===== src/rtl/team_gpio_mux_wrapper.sv =====
// rtl/team_gpio_mux_wrapper.sv - Wishbone-programmed GPIO owner mux with break-before-make drain (option: GPIO_SYNC_EN)
module team_gpio_mux_wrapper #(
  parameter int                NUM_TEAMS     = 4,
  parameter int                GPIO_W        = 38,
  parameter logic [GPIO_W-1:0] RSVD_MASK     = 38'h1E,
  parameter int                SWITCH_CYCLES = 4
) (
  input  logic                          wb_clk_i,
  input  logic                          wb_rst_i,
  input  logic                          wbs_cyc_i,
  input  logic                          wbs_stb_i,
  input  logic                          wbs_we_i,
  input  logic [3:0]                    wbs_sel_i,
  input  logic [31:0]                   wbs_adr_i,
  input  logic [31:0]                   wbs_dat_i,
  output logic                          wbs_ack_o,
  output logic [31:0]                   wbs_dat_o,
  input  logic [NUM_TEAMS*GPIO_W-1:0]   team_gpio_out,
  input  logic [NUM_TEAMS*GPIO_W-1:0]   team_gpio_oeb,
  output logic [GPIO_W-1:0]             team_gpio_in,
  output logic [NUM_TEAMS-1:0]          team_en,
  input  logic [GPIO_W-1:0]             gpio_in,
  output logic [GPIO_W-1:0]             gpio_out,
  output logic [GPIO_W-1:0]             gpio_oeb,
  output logic                          irq
);

  localparam int SEL_W = $clog2(NUM_TEAMS);
  // Pins above 31 live in FORCE_HI; the bank is assumed to be 33..64 pins wide.
  localparam int HI_W = GPIO_W - 32;
  localparam int CNT_W = (SWITCH_CYCLES > 1) ? $clog2(SWITCH_CYCLES) : 1;
  localparam logic [CNT_W-1:0] CNT_LOAD = CNT_W'(SWITCH_CYCLES - 1);

  typedef enum logic [1:0] {
    S_OFF   = 2'd0,
    S_DRAIN = 2'd1,
    S_RUN   = 2'd2
  } state_t;

  state_t             r_state;
  logic [CNT_W-1:0]   r_cnt;
  logic [SEL_W-1:0]   r_active_owner;
  logic [SEL_W-1:0]   r_ctrl_owner;
  logic               r_ctrl_en;
  logic [31:0]        r_force_lo;
  logic [HI_W-1:0]    r_force_hi;
  logic               r_err;
  logic               r_ack;
  logic [31:0]        r_dat;
  logic [GPIO_W-1:0]  r_gpio_out;
  logic [GPIO_W-1:0]  r_gpio_oeb;

  logic               w_req;
  logic               w_wr;
  logic [1:0]         w_addr;
  logic [7:0]         w_new_owner8;
  logic [SEL_W-1:0]   w_new_owner;
  logic               w_new_en;
  logic               w_illegal;
  logic               w_ctrl_wr;
  logic               w_ctrl_accept;
  logic               w_ctrl_change;
  logic               w_err_clr;
  logic [31:0]        w_ctrl_word;
  logic [31:0]        w_status;
  logic [31:0]        w_rdata;
  logic [GPIO_W-1:0]  w_force;
  logic [GPIO_W-1:0]  w_block;
  logic [GPIO_W-1:0]  w_own_out;
  logic [GPIO_W-1:0]  w_own_oeb;
  logic [NUM_TEAMS-1:0] w_team_en;
  logic               w_unused_adr;

  // Byte-lane merge of a write into an existing 32-bit register value.
  function automatic logic [31:0] f_merge(input logic [31:0] old_v,
                                          input logic [31:0] new_v,
                                          input logic [3:0]  sel);
    logic [31:0] v;
    v = old_v;
    for (int b = 0; b < 4; b++) begin
      if (sel[b]) v[b*8 +: 8] = new_v[b*8 +: 8];
    end
    return v;
  endfunction

  assign w_unused_adr = ^{wbs_adr_i[31:4], wbs_adr_i[1:0]};

  // A new request only when no ack is outstanding, so a held stb acks every other cycle.
  assign w_req  = wbs_cyc_i & wbs_stb_i & ~r_ack;
  assign w_wr   = w_req & wbs_we_i;
  assign w_addr = wbs_adr_i[3:2];

  // The owner range check uses the full byte so out-of-range values are not hidden by truncation.
  assign w_new_owner8  = wbs_sel_i[0] ? wbs_dat_i[7:0] : 8'(r_ctrl_owner);
  assign w_new_owner   = w_new_owner8[SEL_W-1:0];
  assign w_new_en      = wbs_sel_i[1] ? wbs_dat_i[8] : r_ctrl_en;
  assign w_illegal     = w_new_en && (int'(w_new_owner8) >= NUM_TEAMS);
  assign w_ctrl_wr     = w_wr && (w_addr == 2'd0);
  assign w_ctrl_accept = w_ctrl_wr && !w_illegal;
  assign w_ctrl_change = w_ctrl_accept &&
                         ((w_new_owner != r_ctrl_owner) || (w_new_en != r_ctrl_en));
  assign w_err_clr     = w_wr && (w_addr == 2'd1) && wbs_sel_i[1] && wbs_dat_i[10];

  // Register read views.
  always_comb begin
    w_ctrl_word = '0;
    w_ctrl_word[SEL_W-1:0] = r_ctrl_owner;
    w_ctrl_word[8] = r_ctrl_en;
    w_status = '0;
    w_status[SEL_W-1:0] = r_active_owner;
    w_status[8]  = (r_state == S_RUN);
    w_status[9]  = (r_state == S_DRAIN);
    w_status[10] = r_err;
    case (w_addr)
      2'd0:    w_rdata = w_ctrl_word;
      2'd1:    w_rdata = w_status;
      2'd2:    w_rdata = r_force_lo;
      default: w_rdata = 32'(r_force_hi);
    endcase
  end

  // Wishbone ack/read data and the CTRL, FORCE and err registers.
  always_ff @(posedge wb_clk_i) begin
    if (wb_rst_i) begin
      r_ack        <= 1'b0;
      r_dat        <= '0;
      r_ctrl_owner <= '0;
      r_ctrl_en    <= 1'b0;
      r_force_lo   <= '0;
      r_force_hi   <= '0;
      r_err        <= 1'b0;
    end else begin
      r_ack <= w_req;
      r_dat <= (w_req && !wbs_we_i) ? w_rdata : 32'd0;
      if (w_ctrl_accept) begin
        r_ctrl_owner <= w_new_owner;
        r_ctrl_en    <= w_new_en;
      end
      if (w_wr && (w_addr == 2'd2)) begin
        r_force_lo <= f_merge(r_force_lo, wbs_dat_i, wbs_sel_i);
      end
      if (w_wr && (w_addr == 2'd3)) begin
        r_force_hi <= HI_W'(f_merge(32'(r_force_hi), wbs_dat_i, wbs_sel_i));
      end
      // Setting wins over clearing if both ever coincide.
      if (w_ctrl_wr && w_illegal) begin
        r_err <= 1'b1;
      end else if (w_err_clr) begin
        r_err <= 1'b0;
      end
    end
  end

  // Ownership FSM: every owner/enable change drains before the new owner is granted.
  always_ff @(posedge wb_clk_i) begin
    if (wb_rst_i) begin
      r_state        <= S_OFF;
      r_cnt          <= '0;
      r_active_owner <= '0;
    end else if (w_ctrl_change) begin
      r_state <= S_DRAIN;
      r_cnt   <= CNT_LOAD;
    end else if (r_state == S_DRAIN) begin
      if (r_cnt == '0) begin
        if (r_ctrl_en) begin
          r_state        <= S_RUN;
          r_active_owner <= r_ctrl_owner;
        end else begin
          r_state <= S_OFF;
        end
      end else begin
        r_cnt <= r_cnt - CNT_W'(1);
      end
    end
  end

  // Select the active owner's slice of the team buses.
  always_comb begin
    w_own_out = '0;
    w_own_oeb = '1;
    for (int k = 0; k < NUM_TEAMS; k++) begin
      if (r_active_owner == SEL_W'(k)) begin
        w_own_out = team_gpio_out[k*GPIO_W +: GPIO_W];
        w_own_oeb = team_gpio_oeb[k*GPIO_W +: GPIO_W];
      end
    end
  end

  assign w_force = {r_force_hi, r_force_lo};
  assign w_block = RSVD_MASK | w_force;

  // Registered pad drive: only RUN lets the owner through, blocked pins always read as inputs.
  always_ff @(posedge wb_clk_i) begin
    if (wb_rst_i) begin
      r_gpio_out <= '0;
      r_gpio_oeb <= '1;
    end else if (r_state == S_RUN) begin
      r_gpio_out <= w_own_out & ~w_block;
      r_gpio_oeb <= w_own_oeb | w_block;
    end else begin
      r_gpio_out <= '0;
      r_gpio_oeb <= '1;
    end
  end

  // One-hot grant for the owner while running.
  always_comb begin
    w_team_en = '0;
    if (r_state == S_RUN) w_team_en[r_active_owner] = 1'b1;
  end

`ifdef GPIO_SYNC_EN
  logic [GPIO_W-1:0] r_sync1;
  logic [GPIO_W-1:0] r_sync2;

  // Two-flop synchroniser for asynchronous pad inputs.
  always_ff @(posedge wb_clk_i) begin
    if (wb_rst_i) begin
      r_sync1 <= '0;
      r_sync2 <= '0;
    end else begin
      r_sync1 <= gpio_in;
      r_sync2 <= r_sync1;
    end
  end

  assign team_gpio_in = r_sync2 & ~RSVD_MASK;
`else
  assign team_gpio_in = gpio_in & ~RSVD_MASK;
`endif

  assign wbs_ack_o = r_ack;
  assign wbs_dat_o = r_dat;
  assign gpio_out  = r_gpio_out;
  assign gpio_oeb  = r_gpio_oeb;
  assign team_en   = w_team_en;
  assign irq       = r_err;

endmodule


===== config.mk =====
export PLATFORM = sky130hd
export DESIGN_NAME = team_gpio_mux_wrapper
export DESIGN_NICKNAME = d
export VERILOG_FILES = /design/src/rtl/team_gpio_mux_wrapper.sv
export SDC_FILE = /design/constraint.sdc
export NUM_CORES = 1
export LEC_CHECK = 0
export CORE_AREA = 8 8 214 216
export DETAILED_ROUTE_END_ITERATION = 7
export DIE_AREA = 0 0 222 224
export GPL_TIMING_DRIVEN = 1
export PLACE_DENSITY_LB_ADDON = 0.2
export SLEW_MARGIN = 20
export SYNTH_ARGS = -nofsm -noshare
export SYNTH_HDL_FRONTEND = slang
export SYNTH_SLANG_ARGS = --single-unit

===== constraint.sdc =====
create_clock -name wb_clk_i -period 5.1 [get_ports wb_clk_i]
set_clock_uncertainty 0.1 [all_clocks]
set_input_delay 1.02 -clock wb_clk_i [delete_from_list [all_inputs] [get_ports wb_clk_i]]
set_output_delay 1.02 -clock wb_clk_i [all_outputs]
set_load 0.02 [all_outputs]

Word level (Yosys, flattened, before mapping)
Cells that the tools add are included.
- flip-flop bits (word level): 157
- logic and storage cells: 97
- bitwise gates (word level): 10
- equal/unequal tests: 11
- reductions and logical operators: 33
- order comparisons: 3
- multiplexer cells: 23
- add/sub/neg operators: 1
- operator list (kind ; count):
    two-way mux 38 bit ; 8
    one-hot mux 32 bit (3 select lines) ; 1
    bitwise AND 38 bit ; 1
    inverter 38 bit ; 1
    OR 38 bit ; 1
    AND reduction 2 bit ; 8
    logical AND 1 bit ; 12
    equality test 2 bit (second input constant) ; 5
    >= comparator 8 x 3 -> 1 bit (second input constant) ; 1
    two-way mux 2 bit ; 4
    two-way mux 8 bit ; 1
    two-way mux 1 bit ; 7
    equality test 2 x 1 -> 1 bit (second input constant) ; 3
    zero test 2 bit ; 3
    nonzero test 2 bit ; 3
    OR reduction 2 bit ; 3
    two-way mux 4 bit ; 1
    inverter 1 bit ; 4
    AND reduction 4 bit ; 1
    bitwise AND 1 bit ; 3
    less-than comparator 2 x 3 -> 1 bit (second input constant) ; 1
    demux 1 bit (select 2 bit) ; 1
    >= comparator 2 x 1 -> 1 bit (second input constant) ; 1
    zero test 1 bit ; 2
    5 further kinds ; 5

Depth between registers and ports, before layout
Gate-level depths: netlist of run 1.
- word-level depth: 8
- gate-level depth with buffers: 7
- depth with buffers taken out: 7

Worst setup path before layout of run 1
Ideal clock, no wire load.
- path type: input port to flip-flop
- start: input wbs_dat_i[2]
- end: register r_active_owner[0]
- arrival time: 2.297 ns
- stages: 5
- path slack: 2.585 ns
- buffers on the path: 0
- library setup time: 0.118 ns
- cells stage by stage: or4_4 -> o311ai_4 -> o211ai_4 -> and4_4 -> mux2i_1
- word-level cells in the longest chain between the ends: 8
- RTL lines (element ; line ; source):
    start, declared ; 15 ; input logic [31:0] wbs_dat_i,
    two-way mux 8 bit ; 94 ; assign w_new_owner8 = wbs_sel_i[0] ? wbs_dat_i[7:0] : 8'(r_ctrl_owner);
    >= comparator 8 x 3 -> 1 bit ; 97 ; assign w_illegal = w_new_en && (int'(w_new_owner8) >= NUM_TEAMS);
    logical AND 1 bit ; 97 ;
    zero test 1 bit ; 99 ; assign w_ctrl_accept = w_ctrl_wr && !w_illegal;
    logical AND 1 bit ; 99 ;
    logical AND 1 bit ; 100 ; assign w_ctrl_change = w_ctrl_accept &&
    inverter 1 bit (no source line) ; n/a ;
    AND reduction 4 bit (no source line) ; n/a ;
    end signal, assigned ; 167 ; r_active_owner <= r_ctrl_owner;
    end, declared ; 42 ; logic [SEL_W-1:0] r_active_owner;
No other way between the ends.
A chain may end at the register's enable or synchronous reset.

Worst setup path after layout of run 1
- start: register r_state[1]
- end: output team_en[2]
- word-level cells in the longest chain between the ends: 2
- RTL lines (element ; line ; source):
    start, declared ; 40 ; state_t r_state;
    start signal, assigned ; 157 ; r_state <= S_OFF;
    start signal, assigned ; 161 ; r_state <= S_DRAIN;
    start signal, assigned ; 166 ; r_state <= S_RUN;
    equality test 2 bit ; 209 ; if (r_state == S_RUN) w_team_en[r_active_owner] = 1'b1;
    two-way mux 4 bit ; 209 ;
    end, declared ; 21 ; output logic [NUM_TEAMS-1:0] team_en,
No other way between the ends.

==> impl_metrics.json, run 1 <==
{
  "seq_power_share_pct": 41.1,
  "crit_type": "register to output port",
  "finalNetCount": 1371,
  "antenna_found_initial": 1,
  "diodes": 0,
  "synthTopCellsByArea": "dfxtp_1 (44%), mux4_2 (23%), buf_4 (5.1%)",
  "ctsHoldBuffers": 0,
  "finalHoldViolCount": 0,
  "area_growth_pct": 75.4,
  "final_cells": 1512,
  "dp.cells": 1482,
  "wl_per_cell_microns": 19.8,
  "cp_max_fo": 6,
  "p_int_mw": 2.25,
  "vias": 5981,
  "die_h_microns": 224,
  "ant_nets": 0,
  "grt_pass1_vias": 6629,
  "p_per_area_mw_per_mm2": 239,
  "grt_pass1_wl_microns": 44300,
  "track_usage_pct": 11.9,
  "fp.coreArea_sq_mm": 0.0425,
  "drc_errors": 0,
  "cts_resized": 0,
  "required_ns": 3.98,
  "worstRegToRegCells": 3,
  "syn_inst": 582,
  "n_fill_cell": 4435,
  "syn_avg_cell_area_sq_um": 11.6,
  "synth.cell_area_sq_mm": 0.00678,
  "synth_enable_flop_cells": 0,
  "tightest_slew_ns": 0.872,
  "max_freq_mhz": 295,
  "ys.flop_type": "dfxtp_1",
  "numCtsBuffers": 17,
  "maxCapViolCount": 0,
  "clkSinkCount": 149,
  "place_congestion": 0.775,
  "drt_iter0_markers": 152,
  "port_buffers": 420,
  "outcome": "complete, no violations",
  "fin_tns_setup_ns": 0,
  "hpwl_microns": 24100,
  "hold_path_depth": 1,
  "seq_area_frac_synth_pct": 44.0,
  "finish.utilization_pct": 28.0,
  "slew_headroom_pct": 41.9,
  "ys_types": 39,
  "synth-seq-cells": 149,
  "rsz0062_at_grt": "false",
  "pwr-share-comb_pct": 11.8,
  "ys_async_sr_fraction_pct": 0,
  "vias_per_cell": 3.96,
  "register_area_sq_mm": 0.00299,
  "clk-insertion-delay-late_ns": 0.43,
  "p_clk_share_pct": 47.1,
  "p_sw_mw": 0.589,
  "totalWireLength_microns": 30000,
  "grt_max_degree": 69,
  "total_leakage_power_nw": 4.09,
  "layout-drive-gt1-share_pct": 12.3,
  "grt_remaining_overflow": 0,
  "ys_warn_count": 0,
  "multi_input_area_sq_mm": 0.00333,
  "setup_viol": 0,
  "placed_area_sq_mm": 0.0113,
  "netlist.area_leader.share_pct": 44.0,
  "initial_core_util_pct": 15.9,
  "ir_drop_uv": 172,
  "hold_class": "register to register",
  "cts_root_buffer": "clkbuf_16",
  "setup_slack_ns": 1.71,
  "end_kind": "output port",
  "drv_slew": 0,
  "postCtsSetupBuffers": 0,
  "switching_share_pct": 20.7,
  "fp.dieW_microns": 222,
  "clock_path_buffers": 2,
  "cts_tree": "built",
  "h-tree-depth": 4,
  "period_needed_ns": 3.39,
  "cts.clk_slew.worst_paths_ns": 0.06,
  "worst_ep_arrival_time_ns": 2.27,
  "drt-pass1-iter-count": 5,
  "yosys.area.top_type": "dfxtp_1",
  "worstSetupStartpointType": "register",
  "design_area_sq_mm": 0.0119,
  "dp_slack_ns": 1.61,
  "rows": 76,
  "fin_crit_sh_pct": 66.5,
  "design.die.area_sq_mm": 0.0497,
  "ioPinCount": 567
}
## critical path, stage by stage, from the launching register on
cell and delay, ns:
dfxtp_1 0.36, nor2b_1 0.54, and3b_1 0.26, clkdlybuf4s50_1 0.67
## final timing paths
path / slack, ns / from / end
min: 0.37 / r_force_lo[24] / gpio_out[24]
max reg2reg: 2.35 / r_active_owner[0] / gpio_oeb[31]
max: 1.71 / r_state[1] / team_en[2]
min reg2reg: 0.37 / r_force_lo[24] / gpio_out[24]
## per-layer routing
metal / vias up / wire length, microns / GRT usage, % / part of all wire [%]
met3: 50 / 2130 / 4.63 / 7.1
met4: 2 / 789 / 4.49 / 2.6
met1: 2860 / 12000 / 13.1 / 40
met2: 255 / 15100 / 20.8 / 50
met5: - / 11 / 0 / 0.037
li1: 2814 / - / - / -
## metrics by stage
stage	power, mW	hold slack (ns)
finish	2.84	0.369
global route	2.97	0.403
CTS	2.91	0.378
detailed placement	1.53	0.369
global placement	1.53	0.361
floorplan	1.32	0.328
## cells by family after synthesis
family / after synthesis / synth area share [%]
simple gates: 204 / 16.9
flops: 149 / 44.0
mux: 94 / 26.8
buf+inv: 88 / 7.60
compound gates: 40 / 3.82
xor+xnor: 4 / 0.517
other cells: 2 / 0.111
fa+ha+maj: 1 / 0.185
## power groups by stage
stage               registers (mW)  clock network [mW]  logic [mW]
global placement              1.19                   0       0.335
floorplan                     1.19                   0       0.123
finish                        1.17                1.34       0.336
detailed placement            1.19                   0       0.339
global route                  1.17                1.45       0.360
CTS                           1.17                1.40       0.341
## cells in the final DEF, fill, tap and decap left out, types with 25 or more instances in the layout
cell	count
or3_1	34
dfxtp_1	147
mux4_2	70
nand3_1	28
nand2_1	30
nor3b_1	35
a21oi_1	28
and2_1	25
clkdlybuf4s50_1	419
nor2_1	29
## sequential cells by signal, indices dropped and copies added, names as in the netlist
name            flops
gpio_oeb           34
gpio_out           34
irq                 1
r_active_owner      2
r_cnt               2
r_ctrl_en           1
r_ctrl_owner        2
r_force_hi          6
r_force_lo         32
r_state             2
wbs_ack_o           1
wbs_dat_o          32
## layout make-up
type	count	area share, %
multi-input combinational	355	28.0
sequential	149	25.1
tap	546	5.74
clock buffer	22	4.17
timing repair buffer	427	35.8
clock inverter	8	1.02
inverter	5	0.158
## cell usage after synthesis, types with 2 or more instances
| master | count |
|---|---|
| dfxtp_1 | 149 |
| mux4_2 | 70 |
| buf_4 | 46 |
| nor3b_1 | 35 |
| or3_1 | 34 |
| nor2_1 | 31 |
| nand2_1 | 30 |
| a21oi_1 | 28 |
| nand3_1 | 28 |
| clkbuf_1 | 26 |
| and2_1 | 25 |
| mux2i_1 | 23 |
| buf_2 | 10 |
| nand2b_1 | 6 |
| inv_1 | 5 |
| nor2b_1 | 4 |
| and3_1 | 3 |
| o21ai_0 | 3 |
| xnor2_1 | 3 |
| a22oi_1 | 2 |
| a31oi_1 | 2 |
| conb_1 | 2 |
No activity file was read; power rests on OpenSTA's default activity.
==> run 2, diff against run 1 <==
--- a/config.mk
+++ b/config.mk
@@ -5,9 +5,9 @@
 export SDC_FILE = /design/constraint.sdc
 export NUM_CORES = 1
 export LEC_CHECK = 0
-export CORE_AREA = 8 8 214 216
+export CORE_AREA = 8 8 212 214
 export DETAILED_ROUTE_END_ITERATION = 7
-export DIE_AREA = 0 0 222 224
+export DIE_AREA = 0 0 220 222
 export GPL_TIMING_DRIVEN = 1
 export PLACE_DENSITY_LB_ADDON = 0.2
 export SLEW_MARGIN = 20
==> constraint.sdc (replaced) <==
create_clock -name wb_clk_i -period 2.9 [get_ports wb_clk_i]
set_clock_uncertainty 0.1 [all_clocks]
set_input_delay 0.58 -clock wb_clk_i [delete_from_list [all_inputs] [get_ports wb_clk_i]]
set_output_delay 0.58 -clock wb_clk_i [all_outputs]
set_load 0.02 [all_outputs]
==> run 2 against run 1 <==
Against the previous run: count of clock-buffer cells in the layout fell by 1; via count fell by 0.45%; sequential share of layout area fell by 0.14 points; critical path depth rose by 1; utilization rose by 0.85 points; clock power rose by 66%; power rose by 72%; sequential power rose by 76%; wire length fell by 0.83%; flip-flop and latch count did not move; hold slack got worse by 0.041 ns; register-to-register slack got worse by 1.4 ns.
==> impl_metrics.json, run 2 (synthesized netlist as in run 1, its figures left out) <==
{
  "final_common_cell": "clkdlybuf4s50_1",
  "cp_max_fo": 6,
  "pwr-share-comb_pct": 12.3,
  "switching_share_pct": 21.2,
  "p_per_area_mw_per_mm2": 409,
  "diodes": 0,
  "cts_root_buffer": "clkbuf_16",
  "track_usage_pct": 12.0,
  "ctsHoldBuffers": 0,
  "p_sw_mw": 1.04,
  "required_ns": 2.22,
  "drt-met1-wl_microns": 11900,
  "clock_path_buffers": 2,
  "die_h_microns": 222,
  "layout-drive-gt1-share_pct": 12.9,
  "fin_crit_sh_pct": 91.6,
  "finalHoldViolCount": 0,
  "cts.clk_slew.worst_paths_ns": 0.06,
  "fin_tns_setup_ns": 0,
  "fp.coreArea_sq_mm": 0.0415,
  "cts_resized": 0,
  "h-tree-depth": 4,
  "setup_viol": 0,
  "clkSinkCount": 149,
  "drt-pass1-iter-count": 4,
  "ant_nets": 0,
  "grt_pass1_wl_microns": 43100,
  "total_leakage_power_nw": 4.13,
  "place_congestion": 0.713,
  "ioPinCount": 567,
  "crit_type": "register to output port",
  "outcome": "complete, no violations",
  "ir_drop_uv": 274,
  "slew_headroom_pct": 63.1,
  "tightest_slew_ns": 0.552,
  "route.met2.wl_microns": 14400,
  "hold_class": "input pin to register",
  "p_int_mw": 3.85,
  "worstSetupStartpointType": "register",
  "area_growth_pct": 76.4,
  "port_buffers": 420,
  "postCtsSetupBuffers": 0,
  "grt_pass1_vias": 6485,
  "rows": 75,
  "period_needed_ns": 2.66,
  "design.die.area_sq_mm": 0.0488,
  "end_kind": "output port",
  "rsz0062_at_grt": "false",
  "grt_max_degree": 71,
  "drv_slew": 0,
  "finalNetCount": 1379,
  "maxCapViolCount": 0,
  "hpwl_microns": 23900,
  "wl_met3_microns": 2510,
  "top_layer_used": "met4",
  "clk-insertion-delay-late_ns": 0.43,
  "antenna_found_initial": 0,
  "totalWireLength_microns": 29700,
  "wl_per_cell_microns": 19.7,
  "vias_per_cell": 3.94,
  "p_clk_share_pct": 45.7,
  "grt_remaining_overflow": 0,
  "max_freq_mhz": 376,
  "drc_errors": 0,
  "worst_ep_arrival_time_ns": 1.98,
  "drt_iter0_markers": 184,
  "vias": 5954,
  "timing.hold.ws_ns": 0.328,
  "initial_core_util_pct": 16.3,
  "seq_power_share_pct": 42.0,
  "fp.dieW_microns": 220,
  "cts_tree": "built",
  "layout_common_cells": "clkdlybuf4s50_1 (419), dfxtp_1 (147), mux4_2 (70)",
  "numCtsBuffers": 17
}
==> run 2: changes by cell type in the layout (fill, tap and decap cells not counted) <==
cell / change
clkbuf_8: -1
bufinv_16: -1
buf_12: +4
clkinv_4: +1
buf_4: +4
==> run 2: routing by layer <==
layer | track usage, % | vias up
li1 | - | 2827
met1 | 13.9 | 2827
met2 | 19.9 | 257
met3 | 3.87 | 43
met4 | 5.09 | 0
met5 | 0 | -
==> run 2: power by group through the flow <==
| stage | registers, mW | clock network [mW] | logic [mW] |
|---|---|---|---|
| 3_5_place_dp | 2.10 | 0 | 0.606 |
| 6_report | 2.06 | 2.23 | 0.600 |
| 4_1_cts | 2.06 | 2.33 | 0.609 |
| 3_3_place_gp | 2.10 | 0 | 0.599 |
| 5_1_grt | 2.06 | 2.41 | 0.644 |
| 2_1_floorplan | 2.10 | 0 | 0.217 |
==> run 2: through the flow <==
step / instance area [sq um] / std cells / setup slack [ns] / power, mW / utilization, %
2_1_floorplan: 6820 / 592 / 0.825 / 2.32 / -
3_3_place_gp: 11400 / 1483 / 0.190 / 2.70 / 27.4
3_5_place_dp: 11400 / 1483 / 0.178 / 2.71 / 27.4
4_1_cts: 12000 / 1512 / 0.179 / 5.00 / 28.8
5_1_grt: 12000 / 1512 / 0.0158 / 5.11 / 28.8
6_report: 12000 / 1512 / 0.242 / 4.89 / 28.8
==> run 2: cell type report <==
cell class / instances / area (sq um)
clock buffers: 21 / 482
clock inverters: 8 / 100
fillers: 4366 / 29500
inverters: 5 / 18.8
multi-input cells: 355 / 3330
flip-flops and latches: 149 / 2990
well taps: 539 / 674
repair buffers: 435 / 4360
==> run 2: path summary, 6_finish.rpt <==
check | startpoint | to | slack [ns] | cells after the start
setup / recovery | r_state[1] | team_en[0] | 0.24 | 4
hold / removal | wb_rst_i | wbs_ack_o | 0.33 | 2
setup reg to reg | r_active_owner[0] | gpio_oeb[30] | 0.93 | 3
hold reg to reg | r_force_lo[19] | gpio_out[19] | 0.37 | 1
==> run 2: worst max-delay path, cell delays in order (launching register included) <==
cell	delay, ns
dfxtp_1	0.36
nor2b_1	0.14
buf_4	0.16
nor3b_1	0.21
clkdlybuf4s50_1	0.68
